`src/rtl/bo_datapath_pkg.sv`:
```
// Shared encodings for the polynomial datapath and its control sequencer.
// Select and opcode values are fixed by the sequencer's control word layout.
package bo_pkg;

    typedef enum logic [1:0] {
        SEL_A_H    = 2'b00,
        SEL_A_X    = 2'b01,
        SEL_A_S    = 2'b10,
        SEL_A_ZERO = 2'b11
    } sel_a_e;

    typedef enum logic [1:0] {
        SEL_B_K = 2'b00,
        SEL_B_H = 2'b01,
        SEL_B_S = 2'b10,
        SEL_B_X = 2'b11
    } sel_b_e;

    typedef enum logic [1:0] {
        K0 = 2'b00,
        K1 = 2'b01,
        K2 = 2'b10,
        K3 = 2'b11
    } sel_k_e;

    typedef enum logic {
        OP_ADD = 1'b0,
        OP_MUL = 1'b1
    } alu_op_e;

    localparam int unsigned DEFAULT_WIDTH = 16;

    // The last stage of every schedule is an add of k3 into S.
    function automatic logic is_final_stage(input logic ls, input sel_k_e ksel);
        return ls && (ksel == K3);
    endfunction

endpackage

```
`src/rtl/bo_datapath_if.sv`:
```
// Control/data bundle between the control sequencer (master) and the datapath (slave).
// Signal names match the sequencer's existing control outputs.
interface bo_datapath_if #(
    parameter int unsigned WIDTH = 16
);
    logic [WIDTH-1:0]   x_in;
    logic [4*WIDTH-1:0] coef;
    logic               LX;
    logic               LS;
    logic               LH;
    logic               Hula;
    logic [1:0]         M0;
    logic [1:0]         M1;
    logic [1:0]         M2;
    logic [WIDTH-1:0]   y_out;
    logic               y_valid;
    logic               ovf;
    logic [WIDTH-1:0]   x_q;
    logic [WIDTH-1:0]   s_q;
    logic [WIDTH-1:0]   h_q;

    modport master (
        output x_in, coef, LX, LS, LH, Hula, M0, M1, M2,
        input  y_out, y_valid, ovf, x_q, s_q, h_q
    );

    modport slave (
        input  x_in, coef, LX, LS, LH, Hula, M0, M1, M2,
        output y_out, y_valid, ovf, x_q, s_q, h_q
    );

endinterface

```
`src/rtl/bo_datapath_alu.sv`:
```
// Combinational add/multiply ALU; result truncated to WIDTH bits with an
// unsigned overflow indication.
module bo_alu
    import bo_pkg::*;
#(
    parameter int unsigned WIDTH = DEFAULT_WIDTH
) (
    input  logic [WIDTH-1:0] a,
    input  logic [WIDTH-1:0] b,
    input  alu_op_e          op,
    output logic [WIDTH-1:0] result,
    output logic             ovf_evt
);

    logic [WIDTH:0]     sum;
    logic [2*WIDTH-1:0] prod;

    always_comb begin
        sum     = {1'b0, a} + {1'b0, b};
        prod    = {{WIDTH{1'b0}}, a} * {{WIDTH{1'b0}}, b};
        result  = '0;
        ovf_evt = 1'b0;
        case (op)
            OP_ADD: begin
                result  = sum[WIDTH-1:0];
                ovf_evt = sum[WIDTH];
            end
            OP_MUL: begin
                result  = prod[WIDTH-1:0];
                ovf_evt = |prod[2*WIDTH-1:WIDTH];
            end
            default: begin
                result  = '0;
                ovf_evt = 1'b0;
            end
        endcase
    end

endmodule

```
`src/rtl/bo_datapath.sv`:
```
// Polynomial datapath: X/S/H registers, coefficient and operand muxes, ALU,
// result capture with valid pulse and a sticky overflow flag.
module bo_datapath
    import bo_pkg::*;
#(
    parameter int unsigned WIDTH = DEFAULT_WIDTH
) (
    input  logic          clk,
    input  logic          reset,
    bo_datapath_if.slave  bus
);

    logic [WIDTH-1:0] x_q, x_d;
    logic [WIDTH-1:0] s_q, s_d;
    logic [WIDTH-1:0] h_q, h_d;
    logic [WIDTH-1:0] y_q, y_d;
    logic             yv_q, yv_d;
    logic             ovf_q, ovf_d;

    sel_k_e           k_sel;
    sel_a_e           a_sel;
    sel_b_e           b_sel;
    alu_op_e          op;

    logic [WIDTH-1:0] k_val;
    logic [WIDTH-1:0] opa;
    logic [WIDTH-1:0] opb;
    logic [WIDTH-1:0] alu_res;
    logic             alu_evt;
    logic             evt_counted;
    logic             capture;

    assign k_sel = sel_k_e'(bus.M0);
    assign a_sel = sel_a_e'(bus.M1);
    assign b_sel = sel_b_e'(bus.M2);
    assign op    = alu_op_e'(bus.Hula);

    always_comb begin
        k_val = '0;
        case (k_sel)
            K0:      k_val = bus.coef[0*WIDTH +: WIDTH];
            K1:      k_val = bus.coef[1*WIDTH +: WIDTH];
            K2:      k_val = bus.coef[2*WIDTH +: WIDTH];
            K3:      k_val = bus.coef[3*WIDTH +: WIDTH];
            default: k_val = '0;
        endcase
    end

    always_comb begin
        opa = '0;
        case (a_sel)
            SEL_A_H:    opa = h_q;
            SEL_A_X:    opa = x_q;
            SEL_A_S:    opa = s_q;
            SEL_A_ZERO: opa = '0;
            default:    opa = '0;
        endcase
    end

    always_comb begin
        opb = '0;
        case (b_sel)
            SEL_B_K: opb = k_val;
            SEL_B_H: opb = h_q;
            SEL_B_S: opb = s_q;
            SEL_B_X: opb = x_q;
            default: opb = '0;
        endcase
    end

    bo_alu #(
        .WIDTH (WIDTH)
    ) u_alu (
        .a       (opa),
        .b       (opb),
        .op      (op),
        .result  (alu_res),
        .ovf_evt (alu_evt)
    );

    always_comb begin
        evt_counted = alu_evt && (bus.LS || bus.LH);
        capture     = is_final_stage(bus.LS, k_sel);

        x_d  = bus.LX ? bus.x_in : x_q;
        s_d  = bus.LS ? alu_res  : s_q;
        h_d  = bus.LH ? alu_res  : h_q;
        y_d  = capture ? alu_res : y_q;
        yv_d = capture;
        // A new sample clears the flag, but an event in that same cycle already
        // belongs to the new sample and must survive the clear.
        ovf_d = bus.LX ? evt_counted : (ovf_q || evt_counted);
    end

    always_ff @(posedge clk) begin
        if (!reset) begin
            x_q   <= '0;
            s_q   <= '0;
            h_q   <= '0;
            y_q   <= '0;
            yv_q  <= 1'b0;
            ovf_q <= 1'b0;
        end else begin
            x_q   <= x_d;
            s_q   <= s_d;
            h_q   <= h_d;
            y_q   <= y_d;
            yv_q  <= yv_d;
            ovf_q <= ovf_d;
        end
    end

    assign bus.x_q     = x_q;
    assign bus.s_q     = s_q;
    assign bus.h_q     = h_q;
    assign bus.y_out   = y_q;
    assign bus.y_valid = yv_q;
    assign bus.ovf     = ovf_q;

endmodule
```
`src/flat_wrapper.sv`:
```
// flat-port wrapper written by rule: the top's interface ports become plain ports
module bo_datapath_flat import bo_pkg::*;
#(
    parameter int unsigned WIDTH = DEFAULT_WIDTH
)
  (clk, reset, bus_x_in, bus_coef, bus_LX, bus_LS, bus_LH, bus_Hula, bus_M0, bus_M1, bus_M2, bus_y_out, bus_y_valid, bus_ovf, bus_x_q, bus_s_q, bus_h_q);
  bo_datapath_if #(.WIDTH(WIDTH)) bus_i ();
  input  logic clk;
  input  logic reset;
  input wire logic [$bits(bus_i.x_in)-1:0] bus_x_in;
  input wire logic [$bits(bus_i.coef)-1:0] bus_coef;
  input wire logic [$bits(bus_i.LX)-1:0] bus_LX;
  input wire logic [$bits(bus_i.LS)-1:0] bus_LS;
  input wire logic [$bits(bus_i.LH)-1:0] bus_LH;
  input wire logic [$bits(bus_i.Hula)-1:0] bus_Hula;
  input wire logic [$bits(bus_i.M0)-1:0] bus_M0;
  input wire logic [$bits(bus_i.M1)-1:0] bus_M1;
  input wire logic [$bits(bus_i.M2)-1:0] bus_M2;
  output wire logic [$bits(bus_i.y_out)-1:0] bus_y_out;
  output wire logic [$bits(bus_i.y_valid)-1:0] bus_y_valid;
  output wire logic [$bits(bus_i.ovf)-1:0] bus_ovf;
  output wire logic [$bits(bus_i.x_q)-1:0] bus_x_q;
  output wire logic [$bits(bus_i.s_q)-1:0] bus_s_q;
  output wire logic [$bits(bus_i.h_q)-1:0] bus_h_q;
  assign bus_i.x_in = bus_x_in;
  assign bus_i.coef = bus_coef;
  assign bus_i.LX = bus_LX;
  assign bus_i.LS = bus_LS;
  assign bus_i.LH = bus_LH;
  assign bus_i.Hula = bus_Hula;
  assign bus_i.M0 = bus_M0;
  assign bus_i.M1 = bus_M1;
  assign bus_i.M2 = bus_M2;
  assign bus_y_out = bus_i.y_out;
  assign bus_y_valid = bus_i.y_valid;
  assign bus_ovf = bus_i.ovf;
  assign bus_x_q = bus_i.x_q;
  assign bus_s_q = bus_i.s_q;
  assign bus_h_q = bus_i.h_q;
  bo_datapath #(.WIDTH(WIDTH)) u_core (.clk(clk), .reset(reset), .bus(bus_i));
endmodule
```
`config.mk`:
```
export PLATFORM = sky130hd
export DESIGN_NAME = bo_datapath_flat
export DESIGN_NICKNAME = d
export VERILOG_FILES = /design/src/rtl/bo_datapath_pkg.sv /design/src/rtl/bo_datapath_if.sv /design/src/rtl/bo_datapath_alu.sv /design/src/rtl/bo_datapath.sv /design/src/flat_wrapper.sv
export SDC_FILE = /design/constraint.sdc
export NUM_CORES = 1
export LEC_CHECK = 0
export ABC_AREA = 1
export CAP_MARGIN = 40
export CORE_MARGIN = 2
export CORE_UTILIZATION = 59
export CTS_CLUSTER_SIZE = 28
export DETAILED_ROUTE_END_ITERATION = 10
export PLACE_DENSITY = 0.92
export SLEW_MARGIN = 20
export SYNTH_ARGS = -nofsm -noshare
export SYNTH_HDL_FRONTEND = slang
export SYNTH_SLANG_ARGS = --single-unit
```
`constraint.sdc`:
```
create_clock -name clk -period 7.8 [get_ports clk]
set_clock_uncertainty 0.05 [all_clocks]
set_input_delay 0.78 -clock clk [delete_from_list [all_inputs] [get_ports clk]]
set_output_delay 0.78 -clock clk [all_outputs]
set_load 0.03 [all_outputs]
```
* Yosys cells after proc, flatten, opt, wreduce, memory -nomap -nowiden *
Index checks and enable logic that the tools add are counted.

storage, ports and cells
  register bits = 66
  bits of input ports = 92

cells by class
  reductions and logical operators = 8
  muxes and demuxes = 6
  $mul = 1
  eq/ne operators = 9
  bitwise gates (word level) = 1
  add/sub/neg operators = 1

operator list
  cell                count
  $pmux 16 s4         3
  $mul 16x16->32      1
  $pmux 16 s2         1
  $add 16x16->17      1
  $reduce_or 16->1    1
  $eq 2x2->1 const B  6
  $eq 2x1->1 const B  3
  $logic_not 2->1     3
  $logic_and 1x1->1   2
  $logic_or 1x1->1    2
  $pmux 1 s2          1
  $mux 1              1
  $not 1->1           1

* Logic depth before layout (Yosys ltp) *
Gate-level depths: netlist of run 1.

  depth in word-level cells = 9
  gate-level depth with buffers = 39
  depth with buffers taken out = 38

* Cells and area by module *
From an unflattened synthesis of run 1, not the netlist that was laid out.

second synthesis, totals
  cell total of the unflattened synthesis = 2058
  area total of the unflattened synthesis = 13799.5 µm²

by module, submodules not included
  module       area an instance (µm²)  times used  cells an instance
  bo_alu       10136.0                 1           1484
  bo_datapath  3663.5                  1           574

* Worst setup path before layout of run 1 *
OpenSTA, ideal clock, no wires.

  path type = input port to flip-flop
  start point = input bus_M1[0]
  end point = register u_core.ovf_q (netlist: u_core.bus.ovf)
  arrival time = 6.310 ns
  setup time = 0.131 ns
  required time = 7.619 ns
  path slack = 1.309 ns
  stages on the path = 29
  cell sequence = buf_4 > nor2_8 > inv_1 > buf_4 > o21ai_2 > inv_1 > ha_1 > fa_1 > inv_1 > fa_1 > fa_1 > fa_1 > fa_1 > fa_1 > inv_1 > ha_1 > nand2_2 > nor2_2 > inv_2 > nor3_2 > nand3_1 > nand4_1 > nand2_1 > nor2_1 > nand2_1 > nor2_1 > nand2_1 > nand2_1 > a21oi_2

on the way
  cells in the longest elaborated chain, start to end = 8
  elaborated cells between the ends (all ways) = 12
  those cells by class = add/sub (1); mul (1); eq/ne (3); mux (3); reduce/logical (4)

ends and longest elaborated chain
  what                                RTL line               RTL
  from (decl)                         flat_wrapper.sv:17     input wire logic [$bits(bus_i.M1)-1:0] bus_M1;
  $eq 2x2->1 (tied with other cells)  bo_datapath.sv:51      case (a_sel)
  $pmux 16 s4 *                       bo_datapath.sv:51
  $mul 16x16->32                      bo_datapath_alu.sv:20  prod = {{WIDTH{1'b0}}, a} * {{WIDTH{1'b0}}, b};
  $reduce_or 16->1                    bo_datapath_alu.sv:30  ovf_evt = |prod[2*WIDTH-1:WIDTH];
  $pmux 1 s2 *                        bo_datapath_alu.sv:23  case (op)
  $logic_and 1x1->1 *                 bo_datapath.sv:82      evt_counted = alu_evt && (bus.LS || bus.LH);
  $logic_or 1x1->1                    bo_datapath.sv:92      ovf_d = bus.LX ? evt_counted : (ovf_q || evt_counted);
  $mux 1 *                            bo_datapath.sv:92
  to (signal assigned)                bo_datapath.sv:109     ovf_q <= ovf_d;
  to (decl)                           bo_datapath.sv:18      logic ovf_q, ovf_d;

Mark *: on every way between the ends. The rest lies on a longest branch, timed or not.
A chain may end at the register's enable or synchronous reset.

* Final worst setup path of run 1 *
  start point = input bus_M1[1]
  end point = register u_core.ovf_q (netlist: u_core.bus.ovf)

Same word-level chain as after synthesis.

==> results of run 1 <==
-- per-layer routing --
layer  GRT usage [%]  routed length [um]  vias to the layer above
met3            11.3                6000                      205
met2            67.1               22000                      916
met4            17.2                2630                        0
met5               0                   0                        -
met1            54.2               18400                     6511
li1                -                   -                     6316
-- state kept, by name, indices dropped and copies added (netlist names) --
signal              flops
u_core.bus.x_q         16
u_core.bus.y_valid      1
u_core.bus.ovf          1
u_core.bus.s_q         16
u_core.bus.h_q         16
u_core.bus.y_out       16
-- worst max-delay path by stage --
stage                   start        endpoint  slack [ps]
floorplan           bus_M1[0]  u_core.bus.ovf        1310
global placement    bus_M1[0]  u_core.bus.ovf         -60
detailed placement  bus_M2[0]  u_core.bus.ovf        -130
CTS                 bus_M2[0]  u_core.bus.ovf         160
global route        bus_M1[1]  u_core.bus.ovf          10
finish              bus_M1[1]  u_core.bus.ovf         300
-- logic make-up after synthesis --
group / count (synthesis) / share of synthesized area [%]
AOI/OAI and AO/OA: 254 / 11.3
xor gates and xnor gates: 10 / 0.657
adders and majority gates: 315 / 40.5
buffers and inverters: 495 / 14.2
DFF: 66 / 9.91
and+or+nand+nor: 764 / 23.4
-- worst min-delay path: cells and delay by family, from the launching register on --
kind | cells | cell delay (ps)
simple gates | 2 | 130
flops | 1 | 310
-- cell type report --
class / instances / share of cell area (%)
clock inverters: 6 / 0.693
flip-flops and latches: 66 / 8.04
repair buffers: 282 / 15.7
well taps: 285 / 2.17
clock buffers: 10 / 1.45
multi-input cells: 1343 / 61.6
inverters: 449 / 10.3
-- metrics by stage --
stage	util, %	setup TNS [ps]	setup slack (ps)
detailed placement	71.5	-205	-126
floorplan	-	0	1310
finish	73.3	0	298
global placement	71.5	-125	-61.1
CTS	73.0	0	158
global route	73.3	0	14.7
-- cells in the mapped netlist (10+ instances only) --
library cell / count / area (um^2)
a21oi_1: 91 / 455
a31oi_1: 10 / 62.6
buf_2: 23 / 115
clkbuf_1: 20 / 75.1
dfxtp_1: 66 / 1320
fa_1: 195 / 3900
ha_1: 120 / 1500
inv_1: 426 / 1600
inv_2: 20 / 75.1
nand2_1: 451 / 1690
nand2_2: 17 / 106
nand3_1: 57 / 285
nand4_1: 24 / 150
nor2_1: 191 / 717
nor2_2: 10 / 62.6
o211ai_1: 13 / 97.6
o21ai_0: 84 / 420
o221ai_1: 14 / 123
-- timing repair --
item,in CTS,in global routing
gates resized for setup,0,10
endpoints found under the setup margin,0,9
hold buffers,0,0
-- layout by cell type (no fill, tap or decap), drive strengths merged, types with 3 or more instances in the layout --
cell type / n
a21o: 4
nand2: 468
o221ai: 14
clkdlybuf4s50: 154
a31oi: 10
a21oi: 93
o21ai: 96
nand4: 24
inv: 445
dfxtp: 66
dlymetal6s2s: 3
xnor2: 4
fa: 195
nor3: 4
nand3: 58
clkbuf: 10
bufinv: 3
clkinv: 3
nor2: 202
buf: 125
o211ai: 13
ha: 120
a22oi: 8
clkinvlp: 4
o21bai: 4
a221oi: 6
xor2: 6
==> flow_summary.json, run 1 <==
{
  "run_status": "complete, no violations",
  "die_w_um": 154,
  "clock_sink_count": 66,
  "layout.cell_area.non_filler_mm2": 0.0164,
  "first_global_vias": 14000,
  "layout_min_cycle_time_ps": 7500,
  "floorplan.initialDensity_pct": 59.4,
  "grt_antenna_before_repair": 0,
  "report.final.hold_viol_count": 0,
  "hold_path_end": "u_core.bus.y_out[1]",
  "tightest_slew_ps": 793,
  "path_buf_inv": 8,
  "finalWirelength_um": 49000,
  "critical_path.endpoint_type": "register",
  "io_pins": 158,
  "worst_reg_to_reg_setup_slack_ps": 1290,
  "die-height_um": 154,
  "synth_ff_type": "dfxtp_1",
  "final_net_count": 2558,
  "hold_path.startpoint": "u_core.bus.y_out[1]",
  "setup_viol": 0,
  "clk_latency_ps": 340,
  "cpMaxStageDelayCell": "clkdlybuf4s50_1",
  "dp_hpwl_um": 40900,
  "first_pass_grt_wire_length_um": 76700,
  "routed_wire_length_per_instance_um": 20.1,
  "die_area_mm2": 0.0238,
  "worst_setup_path_start_kind": "input port",
  "reg_to_reg_startpoint": "u_core.bus.s_q[10]",
  "synth_enable_flop_cells": 0,
  "synthCells": 1904,
  "tritoncts": "done",
  "total_global_routing_overflow": 0,
  "cts_setup_buffers": 0,
  "fp.coreArea_mm2": 0.0224,
  "post-route-drc-count": 0,
  "first_iter_violations": 1677,
  "sequential_element_share_of_the_synthesized_area_pct": 9.91,
  "timing.slew.headroom_pct": 46.5,
  "final_layout_size_suffix_gt1_share_pct": 9.74,
  "grt_util_all_layers_pct": 41.9,
  "clock_tree.root_cell": "clkbuf_16",
  "fmax_mhz": 133,
  "antenna_cells_inserted": 0,
  "warning_count_from_the_yosys_run": 0,
  "clkSlewWorstSetupHoldPaths_ps": 60,
  "max_cap_viol_count": 0,
  "largest_stage_delay_worst_path_ps": 590,
  "synthesis.area_mm2": 0.0133,
  "worst-path-max-fanout": 6,
  "count_of_h_tree_levels_built_during_cts": 3,
  "cp.required_ps": 7980,
  "synthToLayoutAreaGrowth_pct": 23.3,
  "dr.pass1.iters": 7,
  "grt_max_degree": 45,
  "hold_path_class": "register to register",
  "fillers": 1783,
  "port_buffers": 157,
  "placedInstanceArea_mm2": 0.0160,
  "gp_congestion": 1.06,
  "vias_per_cell": 5.71,
  "num_vias": 13900,
  "placementRows": 55,
  "seqCellArea_mm2": 0.00132,
  "worstHoldPathCells": 2,
  "grt_setup_unrepaired": "no",
  "placed_cells_incl_taps": 2423,
  "final.period_utilization_pct": 96.2,
  "yosysUniqueCellTypes": 47,
  "cts-root-to-sink-buffers": 2,
  "avgSynthCellArea_um2": 7.00,
  "layoutNonFillerInstCount": 2441,
  "synth-async-reset-ratio_pct": 0,
  "r2r.worst_path.cells": 26,
  "synth-seq-cells": 66,
  "final.hold.worst_slack_ps": 434,
  "drv_slew": 0,
  "critical-path-top-cell-by-count": "nand2_1",
  "synthesis.nets": 2311,
  "timing.critical_path.max_delay_family": "adder cells",
  "drtAntennaViolNets": 0,
  "path_class": "input port to register",
  "crit_arrival_ps": 7680,
  "multi_input_area_mm2": 0.0101,
  "worst_r2r_endpoint": "u_core.bus.ovf",
  "cts_made_buffers": 9,
  "path_depth": 31
}
Power of run 1 is not shown: default switching activity piles up to over one toggle a cycle in this logic, so the estimate is an artifact.
==> inputs of run 2 (changes only) <==
- HOLD_SLACK_MARGIN: default -> 0.12
==> results of run 2 <==
Final layout, timing and power as in run 1 (identical DEF).
Power of run 2 is left out for the same reason.
==> inputs of run 3 (changes only) <==
- SLEW_MARGIN: 20 -> default
==> run 3 against run 2 <==
Against the previous run:
- die area is the same
- via count is essentially flat
- register-to-register slack lost 40 ps
- first-iteration DRC count grew 6.9%
- critical path depth is the same
- highest routed layer unchanged
==> flow_summary.json, run 3 (same netlist as run 1, synthesis figures left out) <==
{
  "run_status": "complete, no violations",
  "drv_slew": 0,
  "placedInstanceArea_mm2": 0.0160,
  "globalRouteMet2Util_pct": 67.1,
  "r2r.worst_path.cells": 26,
  "drtAntennaViolNets": 0,
  "cts_made_buffers": 9,
  "cp.required_ps": 7940,
  "die-height_um": 154,
  "placementRows": 55,
  "first_global_vias": 14000,
  "reg_to_reg_startpoint": "u_core.bus.s_q[12]",
  "critical_path.endpoint_type": "register",
  "cts-hold-fix-buffers": 0,
  "grt_util_all_layers_pct": 41.9,
  "grt_antenna_before_repair": 0,
  "worst_reg_to_reg_setup_slack_ps": 1250,
  "die_area_mm2": 0.0238,
  "fp.coreArea_mm2": 0.0224,
  "worst_setup_path_start_kind": "input port",
  "critical-path-top-cell-by-count": "nand2_1",
  "io_pins": 158,
  "critical_path_endpoint": "u_core.bus.ovf",
  "grt_max_degree": 45,
  "clock_tree.root_cell": "clkbuf_16",
  "grt_setup_unrepaired": "no",
  "worst_r2r_endpoint": "u_core.bus.ovf",
  "global_route.usage.met3_pct": 11.3,
  "clock_sink_count": 66,
  "finalWirelength_um": 48900,
  "cts-root-to-sink-buffers": 2,
  "post-route-drc-count": 0,
  "antenna_cells_inserted": 0,
  "global_route.usage.met1_pct": 54.2,
  "gp_congestion": 1.06,
  "placed_cells_incl_taps": 2423,
  "final.period_utilization_pct": 96.3,
  "port_buffers": 157,
  "routed_wire_length_per_instance_um": 20.1,
  "dp_hpwl_um": 40900,
  "final_net_count": 2556,
  "final_cell_mix": "450 x nand2_1, 423 x inv_1, 195 x fa_1",
  "total_global_routing_overflow": 0,
  "num_vias": 13900,
  "first_iter_violations": 1793,
  "cpMaxStageDelayCell": "clkdlybuf4s50_1",
  "hold_path_class": "register to register",
  "cts_setup_buffers": 0,
  "tightest_slew_ps": 927,
  "setup_viol": 0,
  "floorplan.initialDensity_pct": 59.4,
  "layout_min_cycle_time_ps": 7510,
  "die_w_um": 154,
  "fillers": 1782,
  "worst-path-max-fanout": 6,
  "timing.slew.headroom_pct": 38.2,
  "tritoncts": "done",
  "layoutNonFillerInstCount": 2439,
  "vias_per_cell": 5.71,
  "post_cts_resize_count": 0,
  "layout.cell_area.non_filler_mm2": 0.0164,
  "dr.pass1.iters": 7,
  "path_class": "input port to register",
  "first_pass_grt_wire_length_um": 76700,
  "busiest_layer": "met2",
  "synthToLayoutAreaGrowth_pct": 23.1,
  "count_of_h_tree_levels_built_during_cts": 3,
  "crit_arrival_ps": 7650,
  "fmax_mhz": 133,
  "max_cap_viol_count": 0,
  "cp-startpoint": "bus_M1[1]",
  "largest_stage_delay_worst_path_ps": 580,
  "clk_latency_ps": 340,
  "report.final.hold_viol_count": 0,
  "layout.cells.most_common": "nand2_1",
  "final_layout_size_suffix_gt1_share_pct": 9.75,
  "clkSlewWorstSetupHoldPaths_ps": 60
}
[run 3: final cells by class]
type | count | area [um^2] | area share (%)
Sequential cell | 66 | 1320 | 8.05
Multi-Input combinational cell | 1343 | 10100 | 61.7
Clock inverter | 6 | 114 | 0.694
Timing Repair Buffer | 280 | 2550 | 15.5
Clock buffer | 10 | 239 | 1.46
Inverter | 449 | 1700 | 10.3
Tap cell | 285 | 357 | 2.17
[run 3: worst min path at each step]
stage	slack, ps	from	depth (start not counted)	endpoint
floorplan	550	u_core.bus.y_out[3]	2	u_core.bus.y_out[3]
global placement	410	u_core.bus.y_out[0]	2	u_core.bus.y_out[0]
detailed placement	410	u_core.bus.y_out[0]	2	u_core.bus.y_out[0]
CTS	430	u_core.bus.y_out[1]	2	u_core.bus.y_out[1]
global route	450	u_core.bus.y_out[2]	2	u_core.bus.y_out[2]
finish	440	u_core.bus.y_out[4]	2	u_core.bus.y_out[4]
[run 3: per-layer routing]
metal	up-vias	part of all wire, %
met3	196	12
met2	852	45
li1	6309	-
met4	0	5.1
met5	-	0
met1	6579	38
[run 3: critical path: cells and delay by family]
kind,cells,cell delay [ps]
and+or+nand+nor,13,1490
AOI/OAI and AO/OA,3,370
buffers and inverters,8,1440
adders and majority gates,7,3540
[run 3: stage by stage]
| step | hold WS [ps] | setup slack (ps) | TNS, ps | utilization, % |
|---|---|---|---|---|
| after global routing | 450 | 15.6 | 0 | 73.2 |
| after detailed placement | 414 | -126 | -205 | 71.5 |
| after CTS | 430 | 158 | 0 | 73.0 |
| after floorplan | 548 | 1310 | 0 | - |
| final | 437 | 290 | 0 | 73.2 |
| after global placement | 407 | -61.1 | -125 | 71.5 |
Power of run 3 is left out for the same reason.
